===== config.mk =====
export PLATFORM = sky130hd
export DESIGN_NAME = ram_share_arbiter
export DESIGN_NICKNAME = d
export VERILOG_FILES = /design/src/rtl/ram_share_arbiter.sv
export SDC_FILE = /design/constraint.sdc
export NUM_CORES = 1
export LEC_CHECK = 0
export BUFFER_PORTS_ARGS = -buffer_cell sky130_fd_sc_hd__buf_2
export CAP_MARGIN = 20
export CORE_ASPECT_RATIO = 0.75
export CORE_MARGIN = 2
export CORE_UTILIZATION = 48
export DETAILED_ROUTE_END_ITERATION = 8
export PLACE_DENSITY = 0.75
export SYNTH_ARGS = -nofsm -noshare
export SYNTH_HDL_FRONTEND = slang
export SYNTH_SLANG_ARGS = --single-unit

===== constraint.sdc =====
create_clock -name clock -period 3.2 [get_ports clock]
set_clock_uncertainty 0.05 [all_clocks]
set_input_delay 0.96 -clock clock [delete_from_list [all_inputs] [get_ports clock]]
set_output_delay 0.96 -clock clock [all_outputs]
set_load 0.01 [all_outputs]

===== src/rtl/ram_share_arbiter.sv =====
// ram_share_arbiter: shares the single-port main RAM between the Z80 CPU and the IOCTL loader.
// Loader writes are buffered in a small FIFO and drained while the CPU is stalled.
// A pending execute request reaches the CPU as a one-cycle register-set pulse once all loader writes have landed.
module ram_share_arbiter #(
    parameter int ADDR       = 16,
    parameter int DATA       = 8,
    parameter int FIFO_DEPTH = 4
) (
    input  logic            clock,
    input  logic            reset_n,
    input  logic            cpu_req,
    input  logic            cpu_we,
    input  logic [ADDR-1:0] cpu_addr,
    input  logic [DATA-1:0] cpu_dout,
    output logic [DATA-1:0] cpu_din,
    output logic            cpu_wait,
    output logic            cpu_regset,
    output logic [ADDR-1:0] cpu_regset_pc,
    input  logic            ldr_download,
    input  logic            ldr_wr,
    input  logic [ADDR-1:0] ldr_addr,
    input  logic [DATA-1:0] ldr_data,
    input  logic            ldr_exec,
    input  logic [ADDR-1:0] ldr_exec_addr,
    output logic [DATA-1:0] ldr_din,
    output logic            ldr_rvalid,
    output logic            ldr_wait,
    output logic [ADDR-1:0] ram_addr,
    output logic            ram_we,
    output logic [DATA-1:0] ram_din,
    input  logic [DATA-1:0] ram_dout,
    output logic            ovf
);
    localparam int PW = $clog2(FIFO_DEPTH);
    localparam int CW = PW + 1;
    localparam logic [CW-1:0] FULL_CNT = CW'(FIFO_DEPTH);

    typedef enum logic [1:0] {S_CPU, S_LOADER, S_DRAIN, S_EXEC} state_t;

    state_t          state_q, state_d;
    logic [PW-1:0]   wr_ptr_q, wr_ptr_d, rd_ptr_q, rd_ptr_d;
    logic [CW-1:0]   count_q, count_d;
    logic            exec_pend_q, exec_pend_d;
    logic [ADDR-1:0] exec_addr_q, exec_addr_d;
    logic            cpu_regset_q, cpu_regset_d;
    logic [ADDR-1:0] cpu_regset_pc_q, cpu_regset_pc_d;
    logic            ldr_rvalid_q, ldr_rvalid_d;
    logic            ovf_q, ovf_d;
    logic [ADDR-1:0] fifo_addr_mem [FIFO_DEPTH];
    logic [DATA-1:0] fifo_data_mem [FIFO_DEPTH];
    logic            full, empty, draining, pop, push;

    assign full     = count_q == FULL_CNT;
    assign empty    = count_q == '0;
    assign draining = state_q == S_LOADER || state_q == S_DRAIN;
    assign pop      = draining && !empty;
    // A full FIFO still accepts a write when the head leaves in the same cycle.
    assign push     = ldr_wr && (!full || pop);

    assign cpu_din       = ram_dout;
    assign ldr_din       = ram_dout;
    assign cpu_wait      = state_q != S_CPU;
    assign ldr_wait      = full;
    assign cpu_regset    = cpu_regset_q;
    assign cpu_regset_pc = cpu_regset_pc_q;
    assign ldr_rvalid    = ldr_rvalid_q;
    assign ovf           = ovf_q;

    // RAM port mux: CPU owns it in S_CPU, otherwise the FIFO head or the loader read address.
    always_comb begin
        ram_addr = cpu_addr;
        ram_din  = cpu_dout;
        ram_we   = 1'b0;
        if (state_q == S_CPU) begin
            ram_we = cpu_req && cpu_we;
        end else if (pop) begin
            ram_addr = fifo_addr_mem[rd_ptr_q];
            ram_din  = fifo_data_mem[rd_ptr_q];
            ram_we   = 1'b1;
        end else if (draining) begin
            ram_addr = ldr_addr;
        end
        if (!reset_n) ram_we = 1'b0;
    end

    // Next-state logic for the FIFO bookkeeping, execute request and ownership FSM.
    always_comb begin
        wr_ptr_d    = push ? wr_ptr_q + PW'(1) : wr_ptr_q;
        rd_ptr_d    = pop ? rd_ptr_q + PW'(1) : rd_ptr_q;
        count_d     = count_q + CW'(push) - CW'(pop);
        exec_pend_d = ldr_exec || (exec_pend_q && state_q != S_EXEC);
        exec_addr_d = ldr_exec ? ldr_exec_addr : exec_addr_q;
        state_d     = S_CPU;
        unique case (state_q)
            S_CPU:    state_d = ldr_download ? S_LOADER : (exec_pend_d && count_d == '0) ? S_EXEC : S_CPU;
            S_LOADER: state_d = ldr_download ? S_LOADER : S_DRAIN;
            S_DRAIN:  state_d = ldr_download ? S_LOADER : (count_d != '0) ? S_DRAIN : exec_pend_d ? S_EXEC : S_CPU;
            default:  state_d = S_CPU;
        endcase
        cpu_regset_d    = state_d == S_EXEC;
        cpu_regset_pc_d = (state_d == S_EXEC) ? exec_addr_d : cpu_regset_pc_q;
        ldr_rvalid_d    = state_q == S_LOADER && empty;
        ovf_d           = ovf_q || (ldr_wr && !push);
    end

    // State and registered outputs; reset discards any queued loader writes.
    always_ff @(posedge clock) begin
        if (!reset_n) begin
            state_q         <= S_CPU;
            wr_ptr_q        <= '0;
            rd_ptr_q        <= '0;
            count_q         <= '0;
            exec_pend_q     <= 1'b0;
            exec_addr_q     <= '0;
            cpu_regset_q    <= 1'b0;
            cpu_regset_pc_q <= '0;
            ldr_rvalid_q    <= 1'b0;
            ovf_q           <= 1'b0;
        end else begin
            state_q         <= state_d;
            wr_ptr_q        <= wr_ptr_d;
            rd_ptr_q        <= rd_ptr_d;
            count_q         <= count_d;
            exec_pend_q     <= exec_pend_d;
            exec_addr_q     <= exec_addr_d;
            cpu_regset_q    <= cpu_regset_d;
            cpu_regset_pc_q <= cpu_regset_pc_d;
            ldr_rvalid_q    <= ldr_rvalid_d;
            ovf_q           <= ovf_d;
        end
    end

    // FIFO storage; contents are only meaningful between the pointers, so no reset.
    always_ff @(posedge clock) begin
        if (push) begin
            fifo_addr_mem[wr_ptr_q] <= ldr_addr;
            fifo_data_mem[wr_ptr_q] <= ldr_data;
        end
    end
endmodule

# Word-level counts from Yosys, hierarchy flattened
# Memory sizes are Yosys's and may differ from the RTL's. A register that Yosys moved wholly into a read port is not among the register bits.
# Cells that the tools add are included.
# W data, S select, Z words.
# word_totals
regBits,45
ram_bits,96
wordCells,62
memories,2
# op_classes
addsub,4
eq_ne,5
n_mux,22
n_reduce_logical,19
# mem_list
name,depth,word_bits,read_ports,rd_clocked_by_memory_dff,wr,line,source
fifo_addr_mem,4,16,1,1,1,49,logic [ADDR-1:0] fifo_addr_mem [FIFO_DEPTH];
fifo_data_mem,4,8,1,1,1,50,logic [DATA-1:0] fifo_data_mem [FIFO_DEPTH];
# ops
operator,n
$mux W16,4
$mux W2,10
$mux W8,2
$logic_and A1 B1 Y1,7
$logic_not A3 Y1,2
$pmux W2 S3,1
$mux W1,5
$add A2 B1 Y2 const B,2
$eq A2 B2 Y1 const B,2
$logic_or A1 B1 Y1,4
$add A3 B1 Y3,1
$eq A3 B3 Y1 const B,1
$logic_not A1 Y1,3
$reduce_bool A3 Y1,1
$sub A3 B1 Y3,1
$eq A2 B1 Y1 const B,1
$logic_not A2 Y1,1
$ne A2 B2 Y1 const B,1
$reduce_bool A2 Y1,1

# Logic depth before layout (Yosys ltp)
# Gate-level depths: netlist of run 1.
# depth
ltp_word,13
ltp_mapped,13
depth_no_buf,11

# Least setup slack after synthesis of run 1
# No wires, ideal clock.
# synth_path
kind,input-to-reg
startpoint,input port ldr_wr
endpoint,"register cpu_regset_pc_q[10], in the netlist cpu_regset_pc[10]"
setup_time_ns,0.121
arrival_time_ns,3.212
required_time_ns,3.029
path_slack_ns,-0.183
path_stages,10
n_path_buf,2
cell_sequence,or3_1 nand2_1 ha_1 fa_1 nor2_1 o2111ai_2 or3_1 buf_6 buf_12 mux2_4
# synth_between
elab_chain_len,9
elab_cells_between_ends,12
cone_classes,add/sub (2); eq/ne (1); mux (5); reduce/logical (4)
# synth_rtl
item,line,source
"start, declared",20,"input logic ldr_wr,"
$logic_and A1 B1 Y1 (*),58,assign push = ldr_wr && (!full || pop);
$add A3 B1 Y3 (*),90,count_d = count_q + CW'(push) - CW'(pop);
$sub A3 B1 Y3 (*),90,
net count_d[1],42,"logic [CW-1:0] count_q, count_d;"
$logic_not A3 Y1,95,S_CPU: state_d = ldr_download ? S_LOADER : (exec_pend_d && count_d == '0) ? S_EXEC : S_CPU;
$logic_and A1 B1 Y1,95,
$mux W2 (2 in a row),95,
$pmux W2 S3 (*),94,unique case (state_q)
$eq A2 B2 Y1 (*),101,cpu_regset_pc_d = (state_d == S_EXEC) ? exec_addr_d : cpu_regset_pc_q;
"end signal, assigned",127,cpu_regset_pc_q <= cpu_regset_pc_d;
"end, declared",46,"logic [ADDR-1:0] cpu_regset_pc_q, cpu_regset_pc_d;"
# Mark *: on every way through the listed nets, which the timed path passes. The rest lies on a longest branch.
# A chain may end at the register's enable or synchronous reset.

# Worst setup path after layout of run 1
# layout_path
startpoint,register state_q[0]
endpoint,output port ram_din[0]
# layout_between
elab_chain_len,5
elab_cells_between_ends,7
cone_classes,eq/ne (2); mux (2); reduce/logical (3)
# layout_rtl
item,line,source
"start, declared",40,"state_t state_q, state_d;"
"start signal, assigned",120,state_q <= state_d;
$eq A2 B1 Y1 / $eq A2 B2 Y1 (equally long branches),55,assign draining = state_q == S_LOADER || state_q == S_DRAIN;
$logic_or A1 B1 Y1,55,
$logic_and A1 B1 Y1,56,assign pop = draining && !empty;
$mux W8,76,end else if (pop) begin
$mux W8 (*),74,if (state_q == S_CPU) begin
"end, declared",30,"output logic [DATA-1:0] ram_din,"
# Every way passes the cells marked *; elsewhere a longest branch is shown, timed or not.

==> reports/metrics.csv, run 1 <==
metric,value,unit
status,"complete, no violations",
largest net degree at the start of global routing,33,
register-to-register setup slack,0.09,ns
crit path buf inv count,5,
CP most frequent cell,buf_6,
cts hold-fix bufs,0,
area added between synthesis and finish,26.7,%
share of cells above drive strength 1,44.9,%
Buffers on Ports,116,
Initial Utilization,48.9,%
Num CTS Buffers,17,
Post-Syn Area per Cell,14.7,sq um
Post-Syn Instances,406,
# H-tree levels,4,
number of synthesized register bits,143,
synthesized area,5970,sq um
Syn Nets,495,
Crit-path slowest cell,mux2_2,
synth top area cells,"edfxtp_1 (48%), dfxtp_1 (16%), mux4_2 (9.1%)",
Tot Pwr,6.41,mW
worst hold path class,reg2reg,
Die Y,101,um
final setup TNS,0,ns
# clock sinks,143,
Leak Pwr,3.06,nW
CTS tree,built,
peak supply drop,0.481,mV
routed wire length,12.4,mm
initial antenna violation count,0,
number of library cell types mapped by synthesis,36,
Setup Viol. Count Final,0,
first-pass GRT wire length,19.1,mm
final HPWL from detailed placement,8.00,mm
Final GP Congestion,0.819,
"Clk Latency, worst-skew pair",0.40,ns
"EDFF count, synth",96,
commonest cells in the netlist,"edfxtp_1 (96), dfxtp_1 (47), nor2_1 (45)",
CP arrival,2.11,ns
Worst R2R End,cpu_regset_pc[5]$_SDFFE_PN0N_,
Top delay family on crit path,buffers and inverters,
gr ovfl total,0,
Site Rows,35,
Clock Path Buffers,2,
drt drc,0,
WHS Path Cells,2,
# IOs,141,
post-route antenna net violation count,0,
WS Path Type,reg2out,
FMAX,321,MHz
hold path endpoint,ovf$_SDFF_PN0_,
RSZ-0062 raised after global routing,true,
relative slew slack,75.8,%
power per cell area,847,nW/um^2
cell breakdown of the critical path,inv_2 > ha_4 > inv_1 > buf_6 > nor3_4 > buf_6 > mux2_2 > buf_6,
Die ar.,13400,sq um
CP Launch Type,flop,
DR vias,3654,
Yosys top cell area share,48.3,%
Pre-Repair DR Iteration Count,4,
die width,133,um
diode count,0,
number of global-route vias before repair,3769,
CTS root buf,clkbuf_16,
Starting DRT DRC Count,253,
period utilization,97.4,%
Worst Tran Pin Value,0.363,ns
"Reg clk slew, reported paths",0.06,ns
Slew Limit Fails,0,
most frequent cell after synthesis,edfxtp_1,
register area share after synthesis,64.0,%
data required time at the worst endpoint,2.19,ns
hold path start,ovf$_SDFF_PN0_,
core box area,12200,sq um
Max Cap Viol,0,
vias per cell,5.10,
Routed WL per cell,17.3,um
Critical R2R Launch,state_q[1]$_SDFF_PN0_,
max incr delay on CP,0.35,ns
cell taking the most area after synthesis,edfxtp_1,
critical-path maximum fanout,5,
reg2reg path depth,13,
All-Layer GR Usage,19.1,%
Syn. warnings,0,
min Tclk post-route,3.12,ns
asr flop ratio synth,0,%
most frequently used flop master after synthesis,edfxtp_1,
Final nets,626,
CP endpoint kind,primary output,
count of final hold-check violations,0,
[registers in the layout (all words and copies together) (netlist names), named ones only]
| register | flops |
|---|---|
| state_q | 2 |
| ovf | 1 |
| ldr_rvalid | 1 |
| cpu_regset | 1 |
| exec_pend_q | 1 |
| exec_addr_q | 16 |
| count_q | 3 |
| cpu_regset_pc | 16 |
| rd_ptr_q | 2 |
| fifo_addr_mem | 64 |
| wr_ptr_q | 2 |
| fifo_data_mem | 32 |
[routing by layer]
| metal | up-vias | GRT usage, % | routed length [um] |
|---|---|---|---|
| met4 | 0 | 8.68 | 170 |
| li1 | 1731 | - | - |
| met3 | 13 | 4.32 | 725 |
| met1 | 1790 | 24.6 | 5330 |
| met2 | 120 | 31.4 | 6150 |
| met5 | - | 0 | 0 |
[logic make-up after synthesis]
logic type      Yosys count  share of synthesized area [%]
fa+ha+maj                10                           2.22
xor+xnor                  4                          0.859
mux                      65                           17.1
compound gates           25                           2.77
flops                   143                           64.0
buf+inv                  45                           4.32
simple gates            114                           8.74
[per-stage QoR]
step	util, %	worst slack (ns)	hold slack [ns]	area (sq um)	std cells
floorplan	-	-0.0992	0.418	5980	406
global placement	55.5	-0.169	0.425	6790	678
detailed placement	55.5	-0.217	0.438	6790	678
CTS	61.1	0.0152	0.451	7460	714
global route	61.9	-0.0134	0.483	7570	716
finish	61.9	0.0825	0.446	7570	716
[final cells by class]
type	count	area (sq um)
timing repair buffer	148	912
multi-input combinational	218	1960
clock buffer	18	429
tap	166	208
clock inverter	14	191
fill	950	4650
sequential	143	3830
inverter	9	33.8
[power by group]
part	switching, mW	leakage [nW]	internal (mW)
combinational	1.06	1.50	1.00
clock	0.731	0.290	1.30
sequential	0.0830	1.27	2.23
total	1.87	3.06	4.54
[cell usage in the layout (no fill, tap or decap), drive strengths merged, types with 2 or more instances in the layout]
cell type	n
clkbuf	19
and2	22
inv	9
mux2i	17
edfxtp	96
clkinvlp	4
o21a	2
nand2	35
nor3	3
ha	9
or3	3
nor2	45
mux4	24
buf	147
clkinv	6
dfxtp	47
xor2	2
a31oi	20
bufinv	4
mux2	24
[worst max-delay path by stage]
stage | startpoint | endpoint | slack [ns] | cells after the start
after global routing | state_q[0]$_SDFF_PN0_ | ram_din[0] | -0.01 | 8
final | state_q[0]$_SDFF_PN0_ | ram_din[0] | 0.08 | 8
after global placement | ldr_wr | cpu_regset_pc[12]$_SDFFE_PN0N_ | -0.17 | 10
after floorplan | ldr_wr | cpu_regset_pc[10]$_SDFFE_PN0N_ | -0.1 | 10
after detailed placement | ldr_wr | cpu_regset_pc[14]$_SDFFE_PN0N_ | -0.22 | 10
after CTS | state_q[0]$_SDFF_PN0_ | ram_din[1] | 0.02 | 8
[what timing repair did]
action | in CTS | in global routing
pin swaps | 2 | 6
resized for setup | 7 | 18
gates cloned | 1 | 1
setup endpoints to repair | 21 | 25
buffers inserted | 3 | 1
endpoints found under the hold margin | 0 | 0
[tightest hold or removal path: stages (launching register included)]
cell and delay [ns]:
dfxtp_1 0.34, a31oi_1 0.05, nor2_1 0.07
(Power assumes the default switching activity.)
==> run 2, diff against run 1 <==
--- a/config.mk
+++ b/config.mk
@@ -12,6 +12,7 @@
 export CORE_UTILIZATION = 48
 export DETAILED_ROUTE_END_ITERATION = 8
 export PLACE_DENSITY = 0.75
+export REMOVE_ABC_BUFFERS = 1
 export SYNTH_ARGS = -nofsm -noshare
 export SYNTH_HDL_FRONTEND = slang
 export SYNTH_SLANG_ARGS = --single-unit
==> run 2 against run 1 <==
  * Cell count decreased by 0.70%
  * First-iteration DRC count is 21% lower
  * Fmax is 0.24% lower
  * Power is essentially flat
  * Non-clock buffer count is 5 lower
  * Register-to-register slack improved by 0.03 ns
  * Global-route usage increased by 0.26 points
  * Count of clock-buffer cells in the layout decreased by 1
  * Clock power increased by 3%
  * Via count decreased by 1.4%
==> reports/metrics.csv, run 2 (synthesis results as in run 1) <==
metric,value,unit
status,"complete, no violations",
post-route antenna net violation count,0,
Routed WL per cell,17.3,um
cell breakdown of the critical path,inv_2 > ha_4 > inv_1 > buf_6 > nor3_4 > buf_6 > mux2_2 > buf_6,
WS Path Type,reg2out,
Final nets,621,
Die Y,101,um
max incr delay on CP,0.34,ns
dpl cells,676,
diode count,0,
dpl ws,-0.314,ns
CP endpoint kind,primary output,
Slew Limit Fails,0,
routed wire length,12.3,mm
gr ovfl total,0,
CP arrival,2.11,ns
final worst setup slack,0.0751,ns
critical-path maximum fanout,4,
top flop regs,"fifo_addr_mem (64), fifo_data_mem (32)",
# IOs,141,
min Tclk post-route,3.12,ns
period utilization,97.7,%
Die ar.,13400,sq um
# H-tree levels,4,
# clock sinks,143,
relative slew slack,73.9,%
Final GP Congestion,0.750,
core box area,12200,sq um
share of cells above drive strength 1,44.0,%
CP Launch Type,flop,
initial antenna violation count,0,
area added between synthesis and finish,25.7,%
CP most frequent cell,buf_6,
NetSw,1.89,mW
CTS tree,built,
Largest register FFs,64,
die width,133,um
first-pass GRT wire length,19.5,mm
drt drc,0,
DR vias,3603,
Starting DRT DRC Count,201,
largest net degree at the start of global routing,33,
cts hold-fix bufs,0,
post-route insts no fill,711,
data required time at the worst endpoint,2.19,ns
Clock Path Buffers,2,
number of global-route vias before repair,3735,
Int Pwr,4.51,mW
FMAX,320,MHz
Buffers on Ports,116,
Crit-path slowest cell,dfxtp_2,
peak supply drop,0.577,mV
Largest Register,fifo_addr_mem,
sw frac,29.5,%
final core utilization,61.4,%
part of the power in registers,36.6,%
Comb pwr share,30.8,%
"most common cell after layout, fill and taps aside",buf_2,
CTS root buf,clkbuf_16,
Setup Viol. Count Final,0,
Site Rows,35,
Max Cap Viol,0,
power per cell area,854,nW/um^2
Worst Tran Pin Value,0.391,ns
Initial Utilization,48.9,%
count of final hold-check violations,0,
Leak Pwr,3.03,nW
vias per cell,5.07,
worst hold path class,reg2reg,
final HPWL from detailed placement,7.79,mm
"commonest non-fill, non-tap cells in the layout","buf_2 (111), edfxtp_1 (96), dfxtp_1 (44)",
"Reg clk slew, reported paths",0.06,ns
register-to-register setup slack,0.12,ns
Pre-Repair DR Iteration Count,4,
"Clk Latency, worst-skew pair",0.41,ns
Num CTS Buffers,17,
All-Layer GR Usage,19.4,%
Clock Power Share,32.6,%
==> run 2: area by class of cell <==
| class | instances | area, sq um |
|---|---|---|
| Multi-Input combinational cell | 218 | 1930 |
| Clock buffer | 17 | 425 |
| Clock inverter | 15 | 209 |
| Sequential cell | 143 | 3830 |
| Timing Repair Buffer | 143 | 867 |
| Inverter | 9 | 33.8 |
| Tap cell | 166 | 208 |
| Fill cell | 912 | 4710 |
==> run 2: path summary, 6_finish.rpt <==
check                            startpoint                             end  depth (start not counted)
hold / removal    exec_addr_q[0]$_SDFF_PN0_       exec_addr_q[0]$_SDFF_PN0_                          2
setup reg to reg      state_q[0]$_SDFF_PN0_  cpu_regset_pc[11]$_SDFFE_PN0N_                         12
setup / recovery      state_q[0]$_SDFF_PN0_                      ram_din[0]                          8
hold reg to reg   exec_addr_q[0]$_SDFF_PN0_       exec_addr_q[0]$_SDFF_PN0_                          2
==> run 2: critical path: cells and delay by family, from the launching register on <==
family,cells,cell delay [ns]
adders and majority gates,1,0.26
buffers and inverters,5,0.54
DFF,1,0.34
muxes,1,0.34
and+or+nand+nor,1,0.22
==> run 2: through the flow <==
step,power [mW],cell area (sq um),setup TNS [ns],hold slack (ns)
after detailed placement,4.23,6760,-4.85,0.447
after floorplan,3.46,5750,-4.94,0.418
after global routing,6.72,7510,-0.0000613,0.489
after global placement,4.16,6760,-3.38,0.440
after CTS,6.41,7440,0,0.462
final,6.41,7510,0,0.453
==> run 2: per-layer routing <==
| metal | part of all wire [%] | global-route usage (%) | vias to the layer above |
|---|---|---|---|
| met5 | 0 | 0 | - |
| met4 | 0.34 | 6.45 | 0 |
| met3 | 6.6 | 5.68 | 2 |
| met2 | 51 | 32.4 | 120 |
| met1 | 42 | 24.5 | 1765 |
| li1 | - | - | 1716 |
==> run 2: power by group through the flow <==
| stage | logic (mW) | clock network [mW] | registers, mW |
|---|---|---|---|
| 2_1_floorplan | 1.04 | 0 | 2.42 |
| 3_3_place_gp | 1.80 | 0 | 2.36 |
| 3_5_place_dp | 1.85 | 0 | 2.37 |
| 4_1_cts | 1.95 | 2.13 | 2.34 |
| 5_1_grt | 2.15 | 2.20 | 2.37 |
| 6_report | 1.97 | 2.09 | 2.34 |
==> run 2: what timing repair did <==
| item | 4_1_cts | 5_1_grt |
|---|---|---|
| cloned | 1 | 0 |
| resized for setup | 8 | 15 |
| hold endpoints to repair | 0 | 0 |
| endpoints found under the setup margin | 24 | 26 |
| pin swaps | 2 | 3 |
| buffers inserted | 1 | 1 |
